## config.mk

```make
export PLATFORM = sky130hd
export DESIGN_NAME = grant_decoder
export DESIGN_NICKNAME = d
export VERILOG_FILES = /design/src/rtl/hw5_pkg.sv /design/src/rtl/grant_decoder_onehot_dec.sv /design/src/rtl/grant_decoder.sv
export SDC_FILE = /design/constraint.sdc
export NUM_CORES = 1
export LEC_CHECK = 0
export ABC_AREA = 1
export BUFFER_PORTS_ARGS = -buffer_cell sky130_fd_sc_hd__buf_2
export CELL_PAD_IN_SITES_DETAIL_PLACEMENT = 1
export CELL_PAD_IN_SITES_GLOBAL_PLACEMENT = 2
export CORE_MARGIN = 2
export CORE_UTILIZATION = 29
export CTS_BUF_LIST = sky130_fd_sc_hd__clkbuf_2
export DETAILED_ROUTE_END_ITERATION = 8
export GPL_TIMING_DRIVEN = 0
export PLACE_DENSITY_LB_ADDON = 0.25
export REMOVE_ABC_BUFFERS = 1
export SYNTH_ARGS = -nofsm -noshare
export SYNTH_HDL_FRONTEND = slang
export SYNTH_SLANG_ARGS = --single-unit
```

## constraint.sdc

```tcl
create_clock -name clk -period 1.2 [get_ports clk]
set_input_delay 0 -clock clk [delete_from_list [all_inputs] [get_ports clk]]
set_output_delay 0 -clock clk [all_outputs]
set_load 0.1 [all_outputs]
```

## src/rtl/hw5_pkg.sv

```systemverilog
// Shared defaults and state encoding for the grant decoder slice.
package hw5_pkg;
  localparam int N_DEF    = 8;
  localparam int W_DEF    = 3;
  localparam int HOLD_DEF = 4;

  // 2'd3 is unused and recovers to S_IDLE
  localparam logic [1:0] S_IDLE    = 2'd0;
  localparam logic [1:0] S_GRANT   = 2'd1;
  localparam logic [1:0] S_RELEASE = 2'd2;
endpackage

```

## src/rtl/grant_decoder_onehot_dec.sv

```systemverilog
// Combinational W-to-N one-hot decoder with enable; all zero when disabled.
module onehot_dec #(
  parameter int N = 8,
  parameter int W = 3
) (
  input  logic [W-1:0] idx,
  input  logic         en,
  output logic [N-1:0] onehot
);
  always_comb begin
    onehot = '0;
    if (en) onehot[idx] = 1'b1;
  end
endmodule

```

## src/rtl/grant_decoder.sv

```systemverilog
// Decodes an encoded winner into a held one-hot grant and returns the next
// rotating start priority to the encoder.
module grant_decoder
  import hw5_pkg::*;
#(
  parameter int N    = N_DEF,
  parameter int W    = W_DEF,
  parameter int HOLD = HOLD_DEF
) (
  input  logic         clk,
  input  logic         rst_n,
  input  logic [W-1:0] idx_in,
  input  logic         zero_in,
  input  logic         req_valid,
  output logic         req_ready,
  input  logic         release_in,
  output logic [N-1:0] grant,
  output logic         grant_valid,
  output logic         done,
  output logic [W-1:0] pri_out
);
  localparam int CW = (HOLD > 1) ? $clog2(HOLD) : 1;

  logic [1:0]    state, nxt;
  logic [CW-1:0] cnt;
  logic [W-1:0]  idx_q, dec_idx;
  logic [N-1:0]  dec_out;

  assign req_ready = (state == S_IDLE);

  always_comb begin
    nxt = state;
    case (state)
      S_IDLE:    if (req_valid && !zero_in) nxt = S_GRANT;
      S_GRANT:   if (cnt == '0 || release_in) nxt = S_RELEASE;
      S_RELEASE: nxt = S_IDLE;
      default:   nxt = S_IDLE;
    endcase
  end

  // Decode the incoming index on the accept edge so the grant appears one
  // cycle after acceptance; afterwards the latched index keeps it stable.
  assign dec_idx = (state == S_IDLE) ? idx_in : idx_q;

  onehot_dec #(.N(N), .W(W)) u_dec (
    .idx    (dec_idx),
    .en     (nxt == S_GRANT),
    .onehot (dec_out)
  );

  always_ff @(posedge clk) begin
    if (!rst_n) begin
      state       <= S_IDLE;
      cnt         <= '0;
      idx_q       <= '0;
      grant       <= '0;
      grant_valid <= 1'b0;
      done        <= 1'b0;
      pri_out     <= '0;
    end else begin
      state       <= nxt;
      grant       <= dec_out;
      grant_valid <= (nxt == S_GRANT);
      done        <= (nxt == S_RELEASE);
      if (state == S_IDLE && nxt == S_GRANT) begin
        idx_q <= idx_in;
        cnt   <= CW'(HOLD - 1);
      end else if (state == S_GRANT && cnt != '0) begin
        cnt <= cnt - 1'b1;
      end
      if (state == S_GRANT && nxt == S_RELEASE) pri_out <= idx_q + 1'b1;
    end
  end
endmodule
```

==> report_table.html, run 1 <==
<table>
<tr><th>Metric</th><th>Value</th></tr>
<tr><th colspan="2">Outcome</th></tr>
<tr><td>Run status</td><td>completed</td></tr>
<tr><th colspan="2">Clocking</th></tr>
<tr><td>Library cell used as clock root buffer</td><td>sky130_fd_sc_hd__clkbuf_2</td></tr>
<tr><td>Clock tree sinks</td><td>20</td></tr>
<tr><td>Max Buffers Root-to-Sink</td><td>2</td></tr>
<tr><td>Worst skew pair latency</td><td>~0.34 ns</td></tr>
<tr><td>Clock-pin slew on the worst setup and hold paths</td><td>0.20 ns</td></tr>
<tr><td>Cts bufs inserted</td><td>3</td></tr>
<tr><td>CTS H-Tree Depth</td><td>1</td></tr>
<tr><td>CTS tree</td><td>done</td></tr>
<tr><th colspan="2">Route</th></tr>
<tr><td>Routed via count</td><td>~790</td></tr>
<tr><td>Post-detailed-route via-to-cell ratio</td><td>roughly 4.4</td></tr>
<tr><td>Count of nets left with antenna violations after detail routing</td><td>0</td></tr>
<tr><td>Routed length per instance</td><td>11.8 microns</td></tr>
<tr><td>Number of violations reported at the end of detailed-routing iteration 0</td><td>10</td></tr>
<tr><td>Post-Route WL</td><td>around 2100 microns</td></tr>
<tr><td>Number of search-and-repair iterations in the first detailed-routing pass</td><td>4</td></tr>
<tr><td>Residual DRC count</td><td>0</td></tr>
<tr><th colspan="2">Min path</th></tr>
<tr><td>Class of the most critical hold timing path</td><td>primary input to flop</td></tr>
<tr><th colspan="2">Critical path</th></tr>
<tr><td>Arrival time of data at the critical path endpoint</td><td>between 1 and 1.5 ns</td></tr>
<tr><td>Crit start category</td><td>flop</td></tr>
<tr><td>Cell class contributing the biggest share of worst-path delay</td><td>simple AND/OR/NAND/NOR gates</td></tr>
<tr><td>Number of buffer and inverter instances along the worst setup path</td><td>1</td></tr>
<tr><td>CP max stage delay</td><td>0.40 ns</td></tr>
<tr><td>Worst-path cell chain</td><td>nor2_4 &gt; buf_4 &gt; nand2_1 &gt; o21ai_1 &gt; nand2_1 &gt; nor2_1</td></tr>
<tr><td>Type of destination of the critical path</td><td>flop</td></tr>
<tr><td>Crit path max-delay cell type</td><td>sky130_fd_sc_hd__dfxtp_4</td></tr>
<tr><td>Critical path peak fanout</td><td>5</td></tr>
<tr><td>Critical path start-end classification</td><td>flop to flop</td></tr>
<tr><td>Flop2flop setup slack</td><td>~0.051 ns</td></tr>
<tr><td>Critical path's most frequent cell</td><td>sky130_fd_sc_hd__nand2_1</td></tr>
<tr><td>WP data required</td><td>about 1.5 ns</td></tr>
<tr><th colspan="2">Global routing</th></tr>
<tr><td>First-pass GRT wire length</td><td>roughly 3300 microns</td></tr>
<tr><td>GRT Resource Usage Total</td><td>roughly an eighth</td></tr>
<tr><td>Number of global-route vias before repair</td><td>750</td></tr>
<tr><td>Initial antenna violation count</td><td>0</td></tr>
<tr><td>Pin count of the biggest net entering global routing</td><td>12</td></tr>
<tr><td>Grt ovf</td><td>0</td></tr>
<tr><th colspan="2">Place</th></tr>
<tr><td>Post-Place Cell Area</td><td>roughly 970 sq um</td></tr>
<tr><td>Estimated wirelength of the detail-placed design</td><td>between 1000 and 1500 microns</td></tr>
<tr><td>Routability congestion estimate</td><td>0.677</td></tr>
<tr><td>Cells after DPL</td><td>between 150 and 200</td></tr>
<tr><td>Port Buffer Count</td><td>21</td></tr>
<tr><th colspan="2">Timing</th></tr>
<tr><td>Maximum frequency from static timing analysis</td><td>between 800 and 900 MHz</td></tr>
<tr><td>Max Clock Skew</td><td>between 0.003 and 0.004 ns</td></tr>
<tr><td>RSZ-0062 raised after global routing</td><td>true</td></tr>
<tr><td>Number of max-slew violations in the final report</td><td>0</td></tr>
<tr><td>Slew @ Worst Pin</td><td>between 0.4 and 0.5 ns</td></tr>
<tr><td>Worst hold slack</td><td>between 0.03 and 0.04 ns</td></tr>
<tr><td>Share of the clock period used by the worst path</td><td>95.7%</td></tr>
<tr><td>Final-report setup violation count</td><td>0</td></tr>
<tr><td>Final Hold Fails</td><td>0</td></tr>
<tr><td>Post-route minimum period</td><td>1.15 ns</td></tr>
<tr><td>Max-Slew Margin vs Limit</td><td>between 60% and 70%</td></tr>
<tr><th colspan="2">Die</th></tr>
<tr><td>I/O pins</td><td>22</td></tr>
<tr><td>Die X</td><td>about 58 microns</td></tr>
<tr><td>Core box area</td><td>roughly 0.0027 sq mm</td></tr>
<tr><td>Die ar.</td><td>between 0.003 and 0.004 sq mm</td></tr>
<tr><td>Die span in y</td><td>~58 microns</td></tr>
<tr><td>Num rows</td><td>19</td></tr>
<tr><td>Initial cell density of the core</td><td>30.5%</td></tr>
<tr><th colspan="2">Logic synthesis</th></tr>
<tr><td>Post-synthesis sequential element count</td><td>20</td></tr>
<tr><td>Number of warnings issued by yosys</td><td>0</td></tr>
<tr><td>Instance count of the mapped netlist</td><td>around 110</td></tr>
<tr><td>Fraction of the yosys area taken by sequential cells</td><td>a little under half</td></tr>
<tr><td>Post-synth cell types</td><td>16</td></tr>
<tr><td>Syn_area_per_cell</td><td>between 7 and 8 sq um</td></tr>
<tr><td>Cell area after technology mapping</td><td>835 sq um</td></tr>
<tr><th colspan="2">Power</th></tr>
<tr><td>Power share of the clock group</td><td>21.8%</td></tr>
<tr><td>Gate power share</td><td>roughly a quarter</td></tr>
<tr><td>Switching Fraction</td><td>a little over a third</td></tr>
<tr><td>Sw Pwr</td><td>about 500 uW</td></tr>
<tr><td>Sequential group share of total power</td><td>51.5%</td></tr>
<tr><td>Peak VDD IR</td><td>slightly below 0.0006 V</td></tr>
<tr><td>Leak Pwr</td><td>approximately 0.00058 uW</td></tr>
<tr><td>Internal power of the cells</td><td>about 890 uW</td></tr>
<tr><td>Power per Cell Area</td><td>roughly 1200 mW/mm^2</td></tr>
<tr><th colspan="2">Layout</th></tr>
<tr><td>Number of filler cells placed in the layout</td><td>about 330</td></tr>
<tr><td>Final layout net count</td><td>158</td></tr>
<tr><td>Count of placed standard cells in the final layout, fillers left out</td><td>178</td></tr>
<tr><td>Leading cell types in the layout, fill and taps excluded</td><td>sky130_fd_sc_hd__nand2_1 (19), sky130_fd_sc_hd__nor2_1 (19), sky130_fd_sc_hd__buf_2 (17)</td></tr>
<tr><td>Number of inserted diodes</td><td>0</td></tr>
<tr><td>Final design utilization</td><td>a little over two fifths</td></tr>
<tr><td>Layout overhead on the synthesized area</td><td>43.2%</td></tr>
<tr><td>Cell area after layout</td><td>about 0.0012 sq mm</td></tr>
<tr><td>Share of final-layout standard cells stronger than drive strength 1</td><td>40.1%</td></tr>
<tr><th colspan="2">Job</th></tr>
<tr><td>Max-cap violations</td><td>0</td></tr>
</table>
## cell families (layout without fill, tap and decap cells)
kind of cell             Yosys count  count (layout)  share of synthesized area (%)
AND/OR/NAND/NOR                   57              58                           32.1
flip-flops                        20              20                           48.0
buffers and inverters             16              53                           8.10
AO/OA/AOI/OAI                     13              13                           7.80
adder cells (fa/ha/maj)            2               2                           3.00
XOR/XNOR                           1               1                           1.05
## cell usage after synthesis, drive strengths merged
| library cell | count | area (sq um) |
|---|---|---|
| nand2 | 24 | 110 |
| nand3 | 5 | 35.0 |
| o21ai | 10 | 50.1 |
| inv | 15 | 56.3 |
| a21oi | 3 | 15.0 |
| xor2 | 1 | 8.76 |
| buf | 1 | 11.3 |
| nor2 | 27 | 116 |
| ha | 2 | 25.0 |
| nand4 | 1 | 6.26 |
| dfxtp | 20 | 400 |
## power groups by stage
stage	Combinational, uW	Sequential [uW]	Clock [uW]
global placement	279	727	0
CTS	321	714	320
global route	402	719	353
detailed placement	283	727	0
floorplan	137	812	0
finish	370	713	302
## layout make-up
type                            count  area, sq um  area share, %
Multi-Input combinational cell     74          433           36.2
Tap cell                           31         38.8           3.25
Clock inverter                      1         3.75          0.314
Clock buffer                        3         15.0           1.26
Inverter                           15         56.3           4.71
Timing Repair Buffer               34          238           19.9
Sequential cell                    20          410           34.3
## per-layer routing
metal | vias to the layer above | wire length (microns) | global-route usage [%]
met5 | - | 0 | 0
met4 | 0 | 46 | 7.97
met1 | 352 | 978 | 16.3
met2 | 19 | 981 | 21.1
li1 | 410 | - | -
met3 | 4 | 91 | 2.68
## state kept, by name (all words and copies together), names as in the netlist
signal	count
done	1
grant	8
state	2
pri_out	3
cnt	2
grant_valid	1
idx_q	3
## path summary, 6_finish.rpt
path	to	start	cells after the start
min reg2reg	idx_q[0]	idx_q[0]	2
max	grant[5]	state[1]	6
min	state[1]	release_in	5
max reg2reg	grant[5]	state[1]	6
## worst reg2reg max path, stage by stage, from the launching register on
cell                      delay, ns
sky130_fd_sc_hd__dfxtp_4       0.40
sky130_fd_sc_hd__nor2_4        0.19
sky130_fd_sc_hd__buf_4         0.16
sky130_fd_sc_hd__nand2_1       0.04
sky130_fd_sc_hd__o21ai_1       0.10
sky130_fd_sc_hd__nand2_1       0.11
sky130_fd_sc_hd__nor2_1        0.11
## what timing repair did
action | CTS | global route
buffers inserted | 2 | 6
resized for setup | 13 | 21
endpoints found under the setup margin | 14 | 19
endpoints found under the hold margin | 14 | 0
cloned | 0 | 1
pin swaps | 5 | 8
hold buffers | 5 | 0
## metrics by stage
step           TNS [ns]  worst slack (ns)  total power (uW)
2_1_floorplan     -3.29            -0.235               949
3_3_place_gp     -0.424           -0.0474              1010
3_5_place_dp     -0.604           -0.0913              1010
4_1_cts         -0.0367           -0.0367              1350
5_1_grt          -0.226           -0.0490              1470
6_report              0            0.0512              1380
Note: power is estimated with default switching activity, not from simulation.
==> run 2: changes to the inputs <==
--- a/config.mk
+++ b/config.mk
@@ -5,12 +5,11 @@
 export SDC_FILE = /design/constraint.sdc
 export NUM_CORES = 1
 export LEC_CHECK = 0
-export ABC_AREA = 1
 export BUFFER_PORTS_ARGS = -buffer_cell sky130_fd_sc_hd__buf_2
 export CELL_PAD_IN_SITES_DETAIL_PLACEMENT = 1
 export CELL_PAD_IN_SITES_GLOBAL_PLACEMENT = 2
 export CORE_MARGIN = 2
-export CORE_UTILIZATION = 29
+export CORE_UTILIZATION = 32
 export CTS_BUF_LIST = sky130_fd_sc_hd__clkbuf_2
 export DETAILED_ROUTE_END_ITERATION = 8
 export GPL_TIMING_DRIVEN = 0
==> report_table.html, run 2 <==
<table>
<tr><th>Metric</th><th>Value</th></tr>
<tr><th colspan="2">Clocking</th></tr>
<tr><td>CTS tree</td><td>done</td></tr>
<tr><td>Library cell used as clock root buffer</td><td>sky130_fd_sc_hd__clkbuf_2</td></tr>
<tr><td>Clock tree sinks</td><td>20</td></tr>
<tr><td>Worst skew pair latency</td><td>0.31 ns</td></tr>
<tr><td>Clock-pin slew on the worst setup and hold paths</td><td>0.20 ns</td></tr>
<tr><td>Max Buffers Root-to-Sink</td><td>2</td></tr>
<tr><td>Cts bufs inserted</td><td>3</td></tr>
<tr><td>CTS H-Tree Depth</td><td>1</td></tr>
<tr><th colspan="2">Outcome</th></tr>
<tr><td>Run status</td><td>complete, but fails checks</td></tr>
<tr><td>Violated checks</td><td>setup timing</td></tr>
<tr><th colspan="2">Logic synthesis</th></tr>
<tr><td>Post-synthesis sequential element count</td><td>20</td></tr>
<tr><td>Number of warnings issued by yosys</td><td>0</td></tr>
<tr><td>Area leader, netlist</td><td>sky130_fd_sc_hd__dfxtp_1</td></tr>
<tr><td>Library cell with the highest instance count after synthesis</td><td>sky130_fd_sc_hd__dfxtp_1</td></tr>
<tr><td>Cells taking the most area after synthesis</td><td>sky130_fd_sc_hd__dfxtp_1 (47%), sky130_fd_sc_hd__nor3_1 (6.4%), sky130_fd_sc_hd__mux2i_1 (4.7%)</td></tr>
<tr><td>Most frequently used flop master after synthesis</td><td>sky130_fd_sc_hd__dfxtp_1</td></tr>
<tr><td>Instance count of the mapped netlist</td><td>85</td></tr>
<tr><td>Post-synth cell types</td><td>30</td></tr>
<tr><td>Top cells by count, synth</td><td>sky130_fd_sc_hd__dfxtp_1 (20), sky130_fd_sc_hd__nor3_1 (11), sky130_fd_sc_hd__inv_1 (7), sky130_fd_sc_hd__nor2_1 (5)</td></tr>
<tr><td>Fraction of the yosys area taken by sequential cells</td><td>a little under half</td></tr>
<tr><td>Syn_area_per_cell</td><td>a little over 10 sq um</td></tr>
<tr><td>Cell area after technology mapping</td><td>860 sq um</td></tr>
<tr><td>Number of enable-type register cells in the synthesized netlist</td><td>0</td></tr>
<tr><td>Ys async rst share</td><td>0%</td></tr>
<tr><td>Top-area cell type share of the netlist area</td><td>approximately 47%</td></tr>
<tr><th colspan="2">Layout</th></tr>
<tr><td>Most common cell after layout, fill and taps aside</td><td>sky130_fd_sc_hd__buf_2</td></tr>
<tr><td>Final layout net count</td><td>~130</td></tr>
<tr><td>Number of inserted diodes</td><td>0</td></tr>
<tr><td>Layout overhead on the synthesized area</td><td>47.2%</td></tr>
<tr><td>Number of filler cells placed in the layout</td><td>~300</td></tr>
<tr><td>Largest register FFs</td><td>8</td></tr>
<tr><td>Largest regs</td><td>grant: 8 flops, idx_q: 3 flops, pri_out: 3 flops</td></tr>
<tr><td>Register Area</td><td>between 400 and 500 sq um</td></tr>
<tr><td>Leading cell types in the layout, fill and taps excluded</td><td>sky130_fd_sc_hd__buf_2 (20), sky130_fd_sc_hd__dfxtp_1 (14), sky130_fd_sc_hd__buf_4 (11)</td></tr>
<tr><td>Cell area after layout</td><td>approximately 0.0013 sq mm</td></tr>
<tr><td>Final design utilization</td><td>about half</td></tr>
<tr><td>Share of final-layout standard cells stronger than drive strength 1</td><td>55.3%</td></tr>
<tr><td>Register with the most flip-flops</td><td>grant</td></tr>
<tr><td>Area of the multi-input gates</td><td>507 sq um</td></tr>
<tr><th colspan="2">Timing</th></tr>
<tr><td>Final setup margin</td><td>-0.0574 ns</td></tr>
<tr><td>Max Clock Skew</td><td>0.0105 ns</td></tr>
<tr><td>Maximum frequency from static timing analysis</td><td>795 MHz</td></tr>
<tr><td>RSZ-0062 raised after global routing</td><td>true</td></tr>
<tr><td>Share of the clock period used by the worst path</td><td>105%</td></tr>
<tr><td>Post-route minimum period</td><td>1.26 ns</td></tr>
<tr><td>Final-report setup violation count</td><td>13</td></tr>
<tr><td>Number of max-slew violations in the final report</td><td>0</td></tr>
<tr><td>Final Hold Fails</td><td>0</td></tr>
<tr><td>Slew @ Worst Pin</td><td>0.492 ns</td></tr>
<tr><td>Max-Slew Margin vs Limit</td><td>approximately two thirds</td></tr>
<tr><th colspan="2">Route</th></tr>
<tr><td>Residual DRC count</td><td>0</td></tr>
<tr><td>Routed length per instance</td><td>~14 microns</td></tr>
<tr><td>Post-Route WL</td><td>around 2100 microns</td></tr>
<tr><td>Post-detailed-route via-to-cell ratio</td><td>~5</td></tr>
<tr><td>Count of nets left with antenna violations after detail routing</td><td>0</td></tr>
<tr><td>Number of search-and-repair iterations in the first detailed-routing pass</td><td>3</td></tr>
<tr><td>Routed via count</td><td>approximately 770</td></tr>
<tr><td>Number of violations reported at the end of detailed-routing iteration 0</td><td>2</td></tr>
<tr><th colspan="2">Die</th></tr>
<tr><td>Die X</td><td>55.8 microns</td></tr>
<tr><td>Num rows</td><td>18</td></tr>
<tr><td>Initial cell density of the core</td><td>between 30% and 40%</td></tr>
<tr><td>Core box area</td><td>approximately 0.0025 sq mm</td></tr>
<tr><td>I/O pins</td><td>22</td></tr>
<tr><td>Die span in y</td><td>between 50 and 60 microns</td></tr>
<tr><td>Die ar.</td><td>0.00312 sq mm</td></tr>
<tr><th colspan="2">Place</th></tr>
<tr><td>Post-Place Cell Area</td><td>around 970 sq um</td></tr>
<tr><td>Routability congestion estimate</td><td>approximately 0.69</td></tr>
<tr><td>Estimated wirelength of the detail-placed design</td><td>1410 microns</td></tr>
<tr><td>Port Buffer Count</td><td>21</td></tr>
<tr><th colspan="2">Critical path</th></tr>
<tr><td>Critical path peak fanout</td><td>6</td></tr>
<tr><td>Type of destination of the critical path</td><td>flop</td></tr>
<tr><td>Arrival time of data at the critical path endpoint</td><td>around 1.5 ns</td></tr>
<tr><td>Source of the critical timing path</td><td>state[0]</td></tr>
<tr><td>Register-to-Register Path Depth</td><td>3</td></tr>
<tr><td>Crit Reg-Reg Startpoint</td><td>state[0]</td></tr>
<tr><td>WP data required</td><td>roughly 1.5 ns</td></tr>
<tr><td>Critical path start-end classification</td><td>flop to flop</td></tr>
<tr><td>Crit start category</td><td>flop</td></tr>
<tr><th colspan="2">Power</th></tr>
<tr><td>Leak Pwr</td><td>0.000526 uW</td></tr>
<tr><td>Sum of internal, switching and leakage power</td><td>~1400 uW</td></tr>
<tr><td>Power per Cell Area</td><td>between 1000 and 1500 mW/mm^2</td></tr>
<tr><td>Peak VDD IR</td><td>0.000548 V</td></tr>
<tr><th colspan="2">Global routing</th></tr>
<tr><td>Initial antenna violation count</td><td>0</td></tr>
<tr><td>GRT Resource Usage Total</td><td>between 10% and 20%</td></tr>
<tr><td>Grt ovf</td><td>0</td></tr>
<tr><td>Pin count of the biggest net entering global routing</td><td>12</td></tr>
<tr><td>Number of global-route vias before repair</td><td>779</td></tr>
<tr><td>First-pass GRT wire length</td><td>roughly 3500 microns</td></tr>
<tr><th colspan="2">Min path</th></tr>
<tr><td>Hold Startpoint</td><td>release_in</td></tr>
<tr><td>Cell count of the worst hold path</td><td>3</td></tr>
<tr><td>Class of the most critical hold timing path</td><td>primary input to flop</td></tr>
<tr><th colspan="2">Job</th></tr>
<tr><td>Max-cap violations</td><td>0</td></tr>
</table>
==> run 2: worst paths after layout <==
| path | endpoint | slack (ns) |
|---|---|---|
| setup / recovery | grant[6] | -0.06 |
| setup reg to reg | grant[6] | -0.06 |
| hold / removal | state[1] | 0.03 |
| hold reg to reg | pri_out[2] | 0.49 |
==> run 2: power breakdown <==
part           internal, uW  leakage (uW)  total [uW]  switching [uW]
logic                   147      0.000346         371             224
clock network          72.5     0.0000140         282             210
registers               687      0.000166         705            17.9
==> run 2: metrics by stage <==
stage	worst slack (ns)	TNS (ns)	instances	hold slack, ns
3_3_place_gp	-0.242	-3.44	133	0.258
5_1_grt	-0.143	-1.65	153	0.0392
6_report	-0.0574	-0.354	153	0.0315
3_5_place_dp	-0.295	-4.37	133	0.258
2_1_floorplan	-0.186	-0.967	82	0.128
4_1_cts	-0.0453	-0.164	153	0.0613
==> run 2: layer usage <==
layer  track usage [%]  wire (microns)  share of wire [%]
met4              3.06              21               0.99
met5                 0               0                  0
met3              3.72              87                4.1
met1              17.9             967                 46
met2              24.5            1040                 49
==> run 2: cells by family (layout without fill, tap and decap cells) <==
group | after synthesis | in the layout | share of synthesized area, %
xor+xnor | 1 | 1 | 1.02
compound gates | 16 | 16 | 12.2
simple gates | 30 | 30 | 23.9
fa+ha+maj | 2 | 2 | 2.91
flops | 20 | 20 | 46.6
mux | 5 | 5 | 5.97
buf+inv | 11 | 49 | 7.42
==> run 2: what timing repair did <==
action                                  CTS  global route
buffers inserted                         12             0
gates resized for setup                  32             9
pin swaps                                 7             5
endpoints found under the setup margin   21            19
endpoints found under the hold margin     4             0
hold buffers                              4             0
==> run 2: critical path, stage by stage, from the launching register on <==
cell and delay, ns:
sky130_fd_sc_hd__dfxtp_4 0.43, sky130_fd_sc_hd__buf_4 0.16, sky130_fd_sc_hd__mux2_2 0.40, sky130_fd_sc_hd__nor3_2 0.21
==> run 2: layout make-up <==
cell class	instances	area share (%)
Clock buffer	3	1.19
Clock inverter	1	0.297
Inverter	8	2.57
Multi-Input combinational cell	54	40.1
Sequential cell	20	32.8
Tap cell	30	2.97
Timing Repair Buffer	37	20.1
